==> config.mk <==
export PLATFORM = sky130hd
export DESIGN_NAME = mem_stage
export DESIGN_NICKNAME = d
export VERILOG_FILES = /design/src/rtl/mem_stage.sv
export SDC_FILE = /design/constraint.sdc
export NUM_CORES = 1
export LEC_CHECK = 0
export CAP_MARGIN = 20
export CORE_MARGIN = 2
export CORE_UTILIZATION = 46
export CTS_BUF_LIST = sky130_fd_sc_hd__clkbuf_16
export DETAILED_ROUTE_END_ITERATION = 12
export PLACE_DENSITY = 0.91
export SLEW_MARGIN = 40
export SYNTH_ARGS = -nofsm -noshare
export SYNTH_HDL_FRONTEND = slang
export SYNTH_SLANG_ARGS = --single-unit
==> constraint.sdc <==
create_clock -name clk -period 2.25 [get_ports clk]
set_input_delay 0.3375 -clock clk [delete_from_list [all_inputs] [get_ports clk]]
set_output_delay 0.3375 -clock clk [all_outputs]
set_load 0.005 [all_outputs]
==> src/rtl/mem_stage.sv <==
// Memory-access stage: samples synchronous SRAM read data, extracts/extends load data by size,
// and forwards the write-back value. A one-entry buffer holds load data across write-back stalls.
module mem_stage #(
  parameter int unsigned EXE_TO_MEM_BUS_WD = 74,
  parameter int unsigned MEM_TO_WB_BUS_WD  = 70
) (
  input  logic                         clk,
  input  logic                         resetn,
  input  logic                         exe_to_mem_valid,
  input  logic [EXE_TO_MEM_BUS_WD-1:0] exe_to_mem_bus,
  output logic                         mem_allowin,
  input  logic [31:0]                  data_sram_rdata,
  input  logic                         wb_allowin,
  output logic                         mem_to_wb_valid,
  output logic [MEM_TO_WB_BUS_WD-1:0]  mem_to_wb_bus,
  output logic                         gr_we_mem,
  output logic [4:0]                   dest_mem,
  output logic [31:0]                  mem_fwd_data,
  output logic                         mem_is_load
);

  logic                         mem_valid_q, mem_valid_d;
  logic                         mem_first_q, mem_first_d;
  logic                         buf_valid_q, buf_valid_d;
  logic [EXE_TO_MEM_BUS_WD-1:0] bus_q, bus_d;
  logic [31:0]                  rdata_buf_q, rdata_buf_d;

  logic        load_op;
  logic [2:0]  ld_type;
  logic        gr_we;
  logic [4:0]  dest;
  logic [31:0] alu_result;
  logic [31:0] pc;

  assign load_op    = bus_q[73];
  assign ld_type    = bus_q[72:70];
  assign gr_we      = bus_q[69];
  assign dest       = bus_q[68:64];
  assign alu_result = bus_q[63:32];
  assign pc         = bus_q[31:0];

  // The stage never holds an instruction back on its own, so ready_go is constant 1.
  assign mem_allowin     = !mem_valid_q || wb_allowin;
  assign mem_to_wb_valid = mem_valid_q;

  always_comb begin
    mem_valid_d = mem_valid_q;
    mem_first_d = mem_first_q;
    buf_valid_d = buf_valid_q;
    bus_d       = bus_q;
    rdata_buf_d = rdata_buf_q;
    if (mem_allowin) begin
      mem_valid_d = exe_to_mem_valid;
      mem_first_d = exe_to_mem_valid;
      buf_valid_d = 1'b0;
      if (exe_to_mem_valid) begin
        bus_d = exe_to_mem_bus;
      end
    end else begin
      mem_first_d = 1'b0;
      // SRAM data is only valid in the first occupied cycle; keep it if we cannot drain.
      if (mem_valid_q && mem_first_q) begin
        rdata_buf_d = data_sram_rdata;
        buf_valid_d = 1'b1;
      end
    end
  end

  always_ff @(posedge clk) begin
    if (!resetn) begin
      mem_valid_q <= 1'b0;
      mem_first_q <= 1'b0;
      buf_valid_q <= 1'b0;
      bus_q       <= '0;
      rdata_buf_q <= '0;
    end else begin
      mem_valid_q <= mem_valid_d;
      mem_first_q <= mem_first_d;
      buf_valid_q <= buf_valid_d;
      bus_q       <= bus_d;
      rdata_buf_q <= rdata_buf_d;
    end
  end

  logic [31:0] raw;
  logic [1:0]  off;
  logic [7:0]  byte_sel;
  logic [15:0] half_sel;
  logic [31:0] load_data;
  logic [31:0] final_result;

  assign raw = buf_valid_q ? rdata_buf_q : data_sram_rdata;
  assign off = alu_result[1:0];

  always_comb begin
    byte_sel = raw[7:0];
    unique case (off)
      2'd0: byte_sel = raw[7:0];
      2'd1: byte_sel = raw[15:8];
      2'd2: byte_sel = raw[23:16];
      2'd3: byte_sel = raw[31:24];
      default: byte_sel = raw[7:0];
    endcase
  end

  assign half_sel = off[1] ? raw[31:16] : raw[15:0];

  always_comb begin
    load_data = raw;
    case (ld_type)
      3'b001:  load_data = {{24{byte_sel[7]}}, byte_sel};
      3'b101:  load_data = {24'd0, byte_sel};
      3'b010:  load_data = {{16{half_sel[15]}}, half_sel};
      3'b110:  load_data = {16'd0, half_sel};
      default: load_data = raw;
    endcase
  end

  assign final_result = load_op ? load_data : alu_result;

  assign mem_to_wb_bus = {gr_we, dest, final_result, pc};
  assign gr_we_mem     = mem_valid_q && gr_we;
  assign dest_mem      = mem_valid_q ? dest : 5'd0;
  assign mem_fwd_data  = final_result;
  assign mem_is_load   = mem_valid_q && load_op;

endmodule

Yosys cells after proc, flatten, opt, wreduce, memory -nomap -nowiden --
Cells that the tools add are included.
Word-level totals: register bits 109, input bits 110, output and inout bits 111
Operators by class: equality and inequality tests 7, mux-type cells 6, bitwise logic cells 2, reductions and logical operators 10
Operator list (count):
- one-hot mux 32 bit (4 select lines) | 1
- two-way mux 32 bit | 2
- one-hot mux 8 bit (4 select lines) | 1
- two-way mux 16 bit | 1
- equality test 3 bit, second input constant | 2
- AND reduction 2 bit | 3
- two-way mux 5 bit | 1
- equality test 2 bit, second input constant | 2
- equality test 3 x 1 -> 1 bit, second input constant | 1
- equality test 3 x 2 -> 1 bit, second input constant | 1
- logical AND 1 bit | 3
- equality test 2 x 1 -> 1 bit, second input constant | 1
- logical NOT 2 bit | 1
- NOT 1 bit | 2
- OR reduction 2 bit | 1
- logical NOT 1 bit | 1
- logical OR 1 bit | 1

Longest topological paths before layout --
word-level depth 4, gate-level depth with buffers 8

Worst setup path before layout --
OpenSTA, ideal clock, no wires.
kind reg-to-output, from register bus_q[32], to output port mem_to_wb_bus[54], arrival time 1.722 ns, slack 0.190 ns, cell stages (with the launch flop) 8, cell sequence dfxtp_1 > buf_6 > mux4_2 > a2bb2oi_2 > a21oi_4 > buf_6 > a31oi_2 > buf_4
Between the ends: word-level cells in the longest chain between the ends 4, elaborated cells between the ends (all ways) 7, those cells by class eq/ne (3); mux (3); reduce/logical (1)
Ends and longest elaborated chain:
- start: declaration | RTL line 25 | logic [EXE_TO_MEM_BUS_WD-1:0] bus_q, bus_d;
- start signal: assignment | RTL line 80 | bus_q <= bus_d;
- equality test 2 bit (tied with other cells) | RTL line 97 | unique case (off)
- one-hot mux 8 bit (4 select lines) (*) | RTL line 97
- one-hot mux 32 bit (4 select lines) (*) | RTL line 110 | case (ld_type)
- two-way mux 32 bit (*) | RTL line 119 | assign final_result = load_op ? load_data : alu_result;
- end: declaration | RTL line 15 | output logic [MEM_TO_WB_BUS_WD-1:0] mem_to_wb_bus,
Mark *: on every way between the ends. The rest lies on a longest branch, timed or not.

Final worst setup path --
from register bus_q[32], to output port mem_to_wb_bus[51]
The elaborated chain is that of the path after synthesis.

==> results.tsv <==
metric	value	unit
die width	120.3	um
reg2reg start	mem_to_wb_valid	
Final nets	1058	
clk_skew	0.01046	ns
post-route ant nets	0	
crit path to	mem_to_wb_bus[51]	
Crit. path cell count	10	
clk root buf	clkbuf_16	
share of layout cells above drive strength 1	26.44	%
pwr dens	560.7	nW/um^2
area share of the largest cell type after synthesis	35.09	%
final worst slack	-0.4465	ns
Synthesized Nets	875	
Die Y	120.3	um
initial antenna violation count	0	
cell family with most CP delay	buffers and inverters	
top-count cell post-synth	nand2_1	
WL/cell	18.20	um
die footprint	14460	sq um
most frequent CP cell	buf_6	
TritonCTS Buffers	9	
flop2flop setup slack	0.54	ns
final-report hold violation count	0	
num ports	221	
first-pass GRT wire length	30500	um
R2R Path End	rdata_buf_q[4]	
Vias	6133	
1st-iter DRT viols	516	
critical path class	reg -> out	
Max Clk Rate	370.8	MHz
Synth async-reset ratio	0	%
top_reg_cell synth	dfxtp_1	
grt ovf	0	
Max Fanout on Critical Path	7	
maxcap violations	0	
post-synthesis sequential area ratio	35.09	%
Worst Setup End Kind	output pin	
routability cong.	0.9067	
largest net degree at the start of global routing	110	
DRC Markers	0	
Post-synth EDFFs	0	
Max stage delay on crit path	0.37	ns
Worst EP required	1.91	ns
Arr. time, crit path	2.36	ns
Max clock buf depth	2	
Final min period	2.697	ns
WHS Path Cells	2	
core area	13240	sq um
setup violators final	62	
vias in the first global route	5825	
Sink Count	109	
Initial Utilization	46.96	%
VDD IR max	0.0004742	V
Syn Inst Count	765	
Post-Syn Area	6218	sq um
antenna cells	0	
Worst Tran Pin Value	0.5494	ns
GRT Total Usage	27.04	%
period utilization	119.8	%
uppermost layer routed	met4	
Mean Syn Cell Area	8.129	sq um
WP buf/inv	6	
Synth area leaders	dfxtp_1, nand2_1, a21boi_0	
Hold Path Class	reg -> reg	
clock latency on the worst-skew pair	0.37	ns
most frequent cells after synthesis	nand2_1, dfxtp_1, a21boi_0	
CP startpoint kind	flop	
Met2 Routed Length	10470	um
run status	complete, but fails checks	
drt first pass iters	7	
H-tree depth	3	
failing checks	setup timing	
Clock transition at path regs	0.07	ns
Synth Warn #	0	
drt total wl	20550	um
Pins Over Slew Limit	0	
Yosys reg bits	109	
Detailed Place HPWL	13560	um
vias per cell	5.432	
fin util	68.28	%
DR WL met3	1662	um
Crit. Startpoint	bus_q[32]	
Area Growth Syn to Fin	45.41	%
max_slew headroom	63.34	%
leakage power total	3.474	nW
Yosys cell types	45	
Buffers on Ports	220	
Critical Path Slowest Stage Cell	dfxtp_4	
met1 WL	7794	um
CTS tree	done	
dpl ws	-0.5668	ns
Fillers	1060	
crit-path cells	buf_6 -> buf_8 -> mux2i_4 -> a211oi_2 -> buf_4 -> a21oi_4 -> buf_6 -> buf_12 -> a31oi_1 -> buf_2	
RSZ-0062 raised after global routing	yes	
worst reg2reg path depth	5	
Core Rows	42	
largest area contributor in the netlist	dfxtp_1	
==> through the flow <==
step	instance area (sq um)	TNS (ns)	power [mW]	cells	hold WS, ns
2_1_floorplan	6218	0	2.696	765	0.4400
3_3_place_gp	8366	-25.77	3.281	1089	0.4462
3_5_place_dp	8366	-26.87	3.299	1089	0.4562
4_1_cts	8842	-17.41	5.025	1123	0.4664
5_1_grt	9042	-22.86	5.260	1129	0.4785
6_report	9042	-18.43	5.070	1129	0.4617
==> registers in the layout, summed over array words and instances, names as in the netlist <==
| name | count |
|---|---|
| bus_q | 74 |
| rdata_buf_q | 32 |
| buf_valid_q | 1 |
| mem_first_q | 1 |
| mem_to_wb_valid | 1 |
==> worst min path at each step <==
stage / from / endpoint / slack (ns)
after global placement: rdata_buf_q[0] / rdata_buf_q[0] / 0.45
final: bus_q[22] / bus_q[22] / 0.46
after global routing: bus_q[44] / bus_q[44] / 0.48
after floorplan: rdata_buf_q[0] / rdata_buf_q[0] / 0.44
after CTS: bus_q[24] / bus_q[24] / 0.47
after detailed placement: bus_q[24] / bus_q[24] / 0.46
==> cells in the final DEF (no fill, tap or decap), types with 8 or more instances in the layout <==
cell type / n
and2_1: 8
clkdlybuf4s50_1: 155
buf_2: 54
nand2_1: 236
buf_4: 53
mux4_2: 13
buf_12: 9
clkbuf_16: 9
dfxtp_1: 104
buf_6: 18
a21oi_1: 11
mux2i_1: 13
a31oi_4: 8
mux2_2: 16
a21boi_0: 106
a31oi_2: 10
nor2_1: 31
==> report_power, final <==
group	leakage (nW)	total, mW	internal, mW	switching [mW]
registers	0.895	2.07	2.02	0.0576
logic	2.42	1.24	0.665	0.573
clock network	0.159	1.76	0.985	0.774
total	3.47	5.07	3.67	1.40
==> area by class of cell <==
type | instances | area (sq um) | share of cell area [%]
clock inverters | 7 | 97.59 | 1.079
repair buffers | 301 | 2709 | 29.96
inverters | 4 | 15.01 | 0.1660
multi-input cells | 523 | 3582 | 39.62
well taps | 176 | 220.2 | 2.435
flip-flops and latches | 109 | 2193 | 24.26
clock buffers | 9 | 225.2 | 2.491
==> worst reg2reg max path: stages, from the launching register on <==
cell and delay [ns]:
dfxtp_1 0.47, nor2b_1 0.30, and2_1 0.16, buf_4 0.33, nand2_1 0.15, a21boi_0 0.22
==> logic make-up after synthesis <==
family | Yosys count | share of synthesized area (%)
simple gates | 303 | 19.70
xor+xnor | 1 | 0.1409
compound gates | 168 | 20.78
flops | 109 | 35.09
buf+inv | 133 | 13.10
mux | 51 | 11.19
==> what timing repair did <==
action                     in CTS  in global routing
gates cloned                    1                  0
setup endpoints to repair      64                 64
setup buffers                  18                 10
pin swaps                      13                 12
resized for setup             278                 56
hold buffers                    0                  0
==> metal layers <==
metal	vias up	global-route usage (%)
met4	0	9.302
met3	50	7.123
li1	2862	-
met5	-	0
met2	323	47.73
met1	2898	31.70
Note: power is estimated with default switching activity, not from simulation.
